--- config.mk ---
export PLATFORM = sky130hd
export DESIGN_NAME = dac_channel_scheduler
export DESIGN_NICKNAME = d
export VERILOG_FILES = /design/src/rtl/dac_pkg.sv /design/src/rtl/rr_arbiter4.sv /design/src/rtl/dac_channel_scheduler.sv
export SDC_FILE = /design/constraint.sdc
export NUM_CORES = 1
export LEC_CHECK = 0
export CAP_MARGIN = 20
export CELL_PAD_IN_SITES_DETAIL_PLACEMENT = 1
export CELL_PAD_IN_SITES_GLOBAL_PLACEMENT = 2
export CORE_MARGIN = 10
export CORE_UTILIZATION = 34
export DETAILED_ROUTE_END_ITERATION = 8
export HOLD_SLACK_MARGIN = 0.06
export PLACE_DENSITY = 0.78
export REMOVE_ABC_BUFFERS = 1
export SLEW_MARGIN = 15
export SYNTH_ARGS = -nofsm -noshare
export SYNTH_HDL_FRONTEND = slang
export SYNTH_SLANG_ARGS = --single-unit
--- constraint.sdc ---
create_clock -name CLK_IN -period 2.8 [get_ports CLK_IN]
set_clock_uncertainty 0.1 [all_clocks]
set_input_delay 0.42 -clock CLK_IN [delete_from_list [all_inputs] [get_ports CLK_IN]]
set_output_delay 0.42 -clock CLK_IN [all_outputs]
set_load 0.05 [all_outputs]
--- src/rtl/dac_pkg.sv ---
// Shared command codes and scheduler FSM states for the DAC channel scheduler.
package dac_pkg;

  typedef enum logic [1:0] {
    StIdle     = 2'd0,
    StIssue    = 2'd1,
    StWaitDone = 2'd2
  } state_e;

  localparam logic [3:0] CMD_WRITE         = 4'b0000;
  localparam logic [3:0] CMD_WRITE_UPD_ALL = 4'b0010;
  localparam logic [3:0] CMD_WRITE_UPD     = 4'b0011;

endpackage

--- src/rtl/rr_arbiter4.sv ---
// Four-way round-robin pick: first set request bit at or after pointer, wrapping.
module rr_arbiter4 (
  input  logic [3:0] request,
  input  logic [1:0] pointer,
  output logic [1:0] grant,
  output logic       any
);

  // Walk offsets from farthest to nearest so the nearest requester wins last.
  always_comb begin
    grant = pointer;
    any   = 1'b0;
    for (int k = 3; k >= 0; k--) begin
      if (request[pointer + 2'(k)]) begin
        grant = pointer + 2'(k);
        any   = 1'b1;
      end
    end
  end

endmodule

--- src/rtl/dac_channel_scheduler.sv ---
// Buffers one sample per DAC channel and issues SPI frames in round-robin order,
// aborting a frame that never completes and flagging it as a sticky timeout.
module dac_channel_scheduler
  import dac_pkg::*;
#(
  parameter int unsigned DATA_W      = 12,
  parameter int unsigned TIMEOUT     = 255,
  parameter bit          SYNC_UPDATE = 1'b0
) (
  input  logic                CLK_IN,
  input  logic                RST_N,
  input  logic [3:0]          REQ_VALID,
  input  logic [4*DATA_W-1:0] REQ_DATA,
  output logic [3:0]          REQ_READY,
  output logic                DAC_START,
  output logic [3:0]          DAC_CMD,
  output logic [3:0]          DAC_ADDR,
  output logic [DATA_W-1:0]   DAC_DATA,
  input  logic                DAC_BUSY,
  input  logic                DAC_DONE,
  input  logic                ERR_CLR,
  output logic                ERR_TIMEOUT,
  output logic [1:0]          GRANT
);

  state_e            state_q, state_d;
  logic [3:0]        pending_q;
  logic [DATA_W-1:0] slot_q [4];
  logic [1:0]        ptr_q, ptr_d;
  logic [7:0]        cnt_q, cnt_d;
  logic [1:0]        grant_q, grant_d;
  logic [3:0]        cmd_q, cmd_d;
  logic [DATA_W-1:0] data_q, data_d;
  logic              err_q, err_d;
  logic [3:0]        clr_mask;

  logic [3:0]        accept, eligible, others;
  logic [1:0]        win;
  logic              win_any;
  logic [DATA_W-1:0] win_data;

  assign accept   = REQ_VALID & ~pending_q;
  // Same-edge arrivals are eligible so an idle scheduler starts the very next cycle.
  assign eligible = pending_q | accept;
  assign others   = eligible & ~(4'b0001 << win);
  assign win_data = pending_q[win] ? slot_q[win] : REQ_DATA[win*DATA_W +: DATA_W];

  rr_arbiter4 u_arb (
    .request (eligible),
    .pointer (ptr_q),
    .grant   (win),
    .any     (win_any)
  );

  always_comb begin
    state_d  = state_q;
    ptr_d    = ptr_q;
    cnt_d    = cnt_q;
    grant_d  = grant_q;
    cmd_d    = cmd_q;
    data_d   = data_q;
    clr_mask = 4'b0000;
    err_d    = err_q & ~ERR_CLR;
    unique case (state_q)
      StIdle: begin
        if (win_any && !DAC_BUSY) begin
          grant_d = win;
          data_d  = win_data;
          if (SYNC_UPDATE) cmd_d = (|others) ? CMD_WRITE : CMD_WRITE_UPD_ALL;
          else             cmd_d = CMD_WRITE_UPD;
          state_d = StIssue;
        end
      end
      StIssue: begin
        cnt_d   = 8'd0;
        state_d = StWaitDone;
      end
      StWaitDone: begin
        if (DAC_DONE || cnt_q == 8'(TIMEOUT - 1)) begin
          if (!DAC_DONE) err_d = 1'b1;
          clr_mask[grant_q] = 1'b1;
          ptr_d   = grant_q + 2'd1;
          cnt_d   = 8'd0;
          state_d = StIdle;
        end else begin
          cnt_d = cnt_q + 8'd1;
        end
      end
      default: state_d = StIdle;
    endcase
  end

  always_ff @(posedge CLK_IN or negedge RST_N) begin
    if (!RST_N) begin
      state_q   <= StIdle;
      pending_q <= 4'b0000;
      ptr_q     <= 2'd0;
      cnt_q     <= 8'd0;
      grant_q   <= 2'd0;
      cmd_q     <= 4'b0000;
      data_q    <= '0;
      err_q     <= 1'b0;
      for (int i = 0; i < 4; i++) slot_q[i] <= '0;
    end else begin
      state_q   <= state_d;
      pending_q <= (pending_q & ~clr_mask) | accept;
      ptr_q     <= ptr_d;
      cnt_q     <= cnt_d;
      grant_q   <= grant_d;
      cmd_q     <= cmd_d;
      data_q    <= data_d;
      err_q     <= err_d;
      for (int i = 0; i < 4; i++) begin
        if (accept[i]) slot_q[i] <= REQ_DATA[i*DATA_W +: DATA_W];
      end
    end
  end

  assign REQ_READY   = ~pending_q;
  assign DAC_START   = (state_q == StIssue);
  assign DAC_CMD     = cmd_q;
  assign DAC_ADDR    = {2'b00, grant_q};
  assign DAC_DATA    = data_q;
  assign ERR_TIMEOUT = err_q;
  assign GRANT       = grant_q;

endmodule

== Word level (Yosys, flattened, before mapping) ==
Cells that the tools add are included.

* Flip-flop bits (word level): 80
* Latch bits: 0
* RAM bits: 0
* Bits in read-only memories: 0
* Input bits: 57
* Output and inout bits: 28
* Word-level logic and storage cells: 84
* Memories kept: 0

* Add/sub/neg operators: 5
* Multipliers: 1
* Divide/modulo/power cells: 0
* $lt $le $gt $ge: 8
* Eq/ne operators: 5
* Shift operators: 1
* Mux-type cells: 34
* Bitwise gates (word level): 9
* Reduce and logical (&&, ||, !) cells: 9

{| class="wikitable"
|+ Operators by type and width
! cell !! count
|-
| $shiftx 48x7->12 || 1
|-
| $mux 12 || 3
|-
| $bmux 12 s2 || 1
|-
| $lt 2x3->1 const B || 6
|-
| $pmux 8 s2 || 1
|-
| $mux 1 || 13
|-
| $mux 2 || 6
|-
| $bmux 1 s2 || 5
|-
| $add 8x1->8 const B || 1
|-
| $and 4x4->4 || 2
|-
| $eq 8x8->1 const B || 1
|-
| $mux 4 || 2
|-
| $mux 8 || 1
|-
| $not 4->4 || 2
|-
| $or 4x4->4 || 2
|-
| $pmux 2 s3 || 1
|-
| $reduce_and 2->1 || 3
|-
| $add 2x1->2 const B || 2
|-
| $add 2x2->2 const B || 2
|-
| $mul 2x2->4 const B || 1
|-
| $ne 2x2->1 const B || 2
|-
| $ge 3x3->1 const B || 1
|-
| $not 2->3 || 1
|-
| $demux 1 s2 || 1
|-
| 10 further kinds || 11
|}

== Depth between registers and ports, before layout ==
* Word-level depth: 14
* Mapped depth: 9
* Mapped depth without buffers: 8

== Hierarchy ==
From an unflattened synthesis, not the netlist that was laid out.

* Cell total of the unflattened synthesis: 311
* Area, all modules: 4,131.5 µm²

{| class="wikitable"
|+ Modules (own cells, without submodules)
! module !! instances !! cells an instance !! area an instance (µm²) !! seq. area each (µm²)
|-
| dac_channel_scheduler || 1 || 295 || 4,031.4 || 2,001.9
|-
| rr_arbiter4 || 1 || 16 || 100.1 || 0.0
|}

== Worst setup path before layout ==
No wires, ideal clock.

* Path kind: register -> register
* Start: register pending_q[1]
* End: register slot_q[24] (netlist name)
* Setup time: 0.125 ns
* Arrival: 1.802 ns
* Data required time: 2.575 ns
* Path slack: 0.774 ns
* Stages on the path, launching flop included: 7
* Buffers on the path: 3
* Period minus slack after synthesis: 2.026 ns
* Cell sequence: dfrtp_1 buf_2 buf_2 inv_1 nand2_1 clkbuf_1 mux2_2

* Word-level cells in the longest chain between the ends: 2

{| class="wikitable"
|+ Ends and longest elaborated chain
! what !! line !! text
|-
| start: declaration || dac_channel_scheduler.sv:27 || <nowiki>logic [3:0] pending_q;</nowiki>
|-
| start signal: assignment || dac_channel_scheduler.sv:106 || <nowiki>pending_q <= (pending_q & ~clr_mask) | accept;</nowiki>
|-
| $not 4->4 || -- ||
|-
| via REQ_READY[1] || dac_channel_scheduler.sv:14 || <nowiki>output logic [3:0] REQ_READY,</nowiki>
|-
| $and 4x4->4 || dac_channel_scheduler.sv:42 || <nowiki>assign accept = REQ_VALID & ~pending_q;</nowiki>
|-
| end signal: indexed assignment || dac_channel_scheduler.sv:114 || <nowiki>if (accept[i]) slot_q[i] <= REQ_DATA[i*DATA_W +: DATA_W];</nowiki>
|-
| end: declaration || dac_channel_scheduler.sv:28 || <nowiki>logic [DATA_W-1:0] slot_q [4];</nowiki>
|}

The timed path passes the listed nets, and every way through them passes these cells.
A chain may end at the register's enable or synchronous reset.

== Worst setup path in the final report ==
* Start: register pending_q[0]
* End: output REQ_READY[0]

* Word-level cells in the longest chain between the ends: 1

{| class="wikitable"
|+ Ends and longest elaborated chain
! what !! line !! text
|-
| $not 4->4 || dac_channel_scheduler.sv:119 || <nowiki>assign REQ_READY = ~pending_q;</nowiki>
|-
| end: declaration || dac_channel_scheduler.sv:14 ||
|}

Every way passes these cells.

==> results.py <==
metrics = {
    "timing": {
        "fmax_mhz": 404,
        "rsz0062_at_grt": "false",
        "max_slew_margin_pct": 60.3,
        "fin_crit_sh_pct": 88.5,
        "setup_viol": 0,
        "finalSetupTns_ns": 0,
        "slew_violations": 0,
        "worstMarginPinSlew_ns": 0.594,
        "hold_violations": 0,
        "setup_ws_ns": 0.322,
        "timing.hold.ws_ns": 0.400,
        "period_minus_slack_ns": 2.48,
    },
    "clock_tree": {
        "clkSinkCount": 80,
        "cts_setup_buffers": 0,
        "hold_buffers": 1,
        "insertion_delay_ns": 0.34,
        "path_clk_slew_ns": 0.06,
        "cts_root_buffer": "clkbuf_16",
        "cts_tree": "done",
        "ctsResizeCount": 0,
        "cts-buffers-inserted": 9,
        "cts.htree.levels": 3,
        "clk_path_buf_depth": 2,
    },
    "critical_path": {
        "start_kind": "register",
        "crit_family": "buffers and inverters",
        "slowest_delay_ns": 0.81,
        "critPathSlowestCell": "clkdlybuf4s50_1",
        "arrival_ns": 1.96,
        "cp.depth": 3,
        "reg2reg_depth": 6,
        "path_max_fanout": 13,
        "critPathCaptureType": "output pin",
        "reg2reg_from": "pending_q[2]$_DFF_PN0_",
        "rrSetupSlack_ns": 0.52,
        "path_cells": "buf_4, inv_1, clkdlybuf4s50_1",
        "crit_type": "reg2out",
        "worst-endpoint-required_ns": 2.28,
        "crit_buf_inv": 3,
        "reg2reg_to": "DAC_DATA[8]$_DFFE_PN0P_",
        "crit_start": "pending_q[0]$_DFF_PN0_",
    },
    "global_routing": {
        "grt_max_degree": 81,
        "grt_use_total_pct": 13.2,
        "overflow": 0,
        "grt_pass1_wl_um": 18800,
        "antenna_found_initial": 0,
        "grt_pass1_vias": 3363,
    },
    "power_and_ir_drop": {
        "p_leak_nw": 2.73,
        "p_per_area_mw_per_mm2": 1030,
        "vdd_drop_max_mv": 0.393,
    },
    "synthesis": {
        "yosysTopAreaCellShare_pct": 46.3,
        "synth_edf_count": 0,
        "yosysMostFrequentCell": "dfrtp_1",
        "yosys.area.top_type": "dfrtp_1",
        "synth.avg_cell_area_um2": 12.3,
        "synthAdderAreaFrac_pct": 2.60,
        "synth.area.top_cells": "dfrtp_1, mux2_2, mux2i_1",
        "synth_compound_area_share_pct": 12.2,
        "synth.top_cells.by_count": "dfrtp_1, mux2_2, mux2i_1, o21ai_0",
        "ys.warnings.count": 0,
        "synth_cell_types": 45,
        "yosysSeqAreaShare_pct": 46.3,
        "synth_cells": 352,
        "async_flop_share_pct": 100,
        "synthFlopType": "dfrtp_1",
        "synthMuxAreaShare_pct": 27.7,
        "ys_ff_latch": 80,
        "synth_top_family_by_area": "multiplexers",
        "synth_simple_gate_area_share_pct": 5.47,
        "syn_area_mm2": 0.00433,
        "synth_xor_xnor_area_share_pct": 0.405,
    },
    "drt": {
        "vias": 3031,
        "drt_iter0_drc": 155,
        "wirelength_um": 11700,
        "routedWlPerCell_um": 19.3,
        "ant_nets": 0,
        "vias_per_cell": 4.99,
        "dr.pass1.iters": 5,
        "drc": 0,
    },
    "hold_path": {
        "hp-start": "DAC_CMD[0]$_DFFE_PN0P_",
        "hp-class": "reg2reg",
        "hold_depth": 1,
        "hold_path_end": "DAC_CMD[0]$_DFFE_PN0P_",
    },
    "final_layout": {
        "seqCellArea_mm2": 0.00200,
        "multi_input_area_mm2": 0.00211,
        "antenna_cells": 0,
        "nets": 496,
        "syn_to_final_growth_pct": 28.6,
        "fin_util_pct": 44.5,
        "final.fill_count": 1369,
        "drive_above_1_share_pct": 23.2,
    },
    "die": {
        "fp.dieArea_mm2": 0.0176,
        "fp.dieH_um": 133,
        "rows": 41,
        "fp.coreArea_mm2": 0.0125,
        "start_util_pct": 34.6,
        "die_x_um": 133,
        "ioPinCount": 85,
    },
    "outcome": {
        "outcome": "finished clean",
    },
    "flow_run": {
        "maxCapViolations": 0,
    },
    "placed_design": {
        "gp_congestion": 0.780,
        "post-dp-hpwl_um": 8980,
        "pre_cts_ws_ns": 0.148,
        "port_buffers": 80,
    },
}
-- report_power, final --
group          switching (mW)  leakage, nW  internal [mW]
Clock                   0.495        0.135          0.628
Sequential              0.335        0.994           1.63
Combinational            1.41         1.60           1.23
-- metal layers --
metal / vias up / GRT usage (%) / wire, um / share of wire (%)
li1: 1436 / - / - / -
met1: 1520 / 17.4 / 5640 / 48
met2: 66 / 20.9 / 5520 / 47
met3: 9 / 3.26 / 386 / 3.3
met4: 0 / 4.03 / 163 / 1.4
met5: - / 0 / 0 / 0
-- cells in the final DEF, fill, tap and decap left out, drive strengths merged, types with 2 or more instances in the layout --
cell type	count
dfrtp	80
clkdlybuf4s50	79
mux2	63
mux2i	49
o21ai	23
inv	14
buf	13
o211a	12
a221o	12
nand2	11
clkbuf	10
ha	9
nor2	8
a21oi	6
nand3	5
a31oi	4
conb	4
nand3b	3
nor3b	3
nand4	2
o21a	2
and3	2
clkinvlp	2
clkinv	2
-- worst max-delay path by stage --
stage                               to  slack (ns)
4_1_cts                   REQ_READY[0]        0.28
3_3_place_gp   DAC_DATA[6]$_DFFE_PN0P_        0.20
5_1_grt                   REQ_READY[0]        0.23
2_1_floorplan  DAC_DATA[0]$_DFFE_PN0P_       0.004
3_5_place_dp   DAC_DATA[9]$_DFFE_PN0P_        0.15
6_report                  REQ_READY[0]        0.32
-- logic make-up (layout without fill, tap and decap cells) --
group | Yosys count | in the layout
other cells | 1 | 4
simple gates | 38 | 38
mux | 112 | 112
compound gates | 69 | 69
buf+inv | 41 | 121
fa+ha+maj | 9 | 9
flops | 80 | 80
xor+xnor | 2 | 2
-- area by class of cell --
cell class                 instances  share of cell area [%]
tap                              172                    3.87
multi-input combinational        234                    37.9
timing repair buffer              93                    16.4
clock buffer                      10                    4.30
sequential                        80                    36.0
clock inverter                     6                   0.765
inverter                          12                   0.810
-- flip-flops by register name, indices dropped and copies added, names as in the netlist, 2 cells and up --
signal	count
ptr_q	2
DAC_DATA	12
state_q	2
pending_q	4
slot_q	48
cnt_q	8
GRANT	2
-- worst register-to-register path: stages, from the launching register on --
cell	delay, ns
dfrtp_1	0.59
o21ai_0	0.38
a21boi_1	0.14
or2_1	0.24
buf_4	0.21
o211a_1	0.26
a221o_1	0.26
-- through the flow --
| step | instances | power (mW) | instance area, um2 |
|---|---|---|---|
| 4_1_cts | 607 | 5.79 | 5560 |
| 6_report | 607 | 5.73 | 5560 |
| 3_3_place_gp | 590 | 4.55 | 5270 |
| 3_5_place_dp | 590 | 4.64 | 5270 |
| 5_1_grt | 607 | 6.09 | 5560 |
| 2_1_floorplan | 326 | 3.69 | 4160 |
No activity file was read; power rests on OpenSTA's default activity.
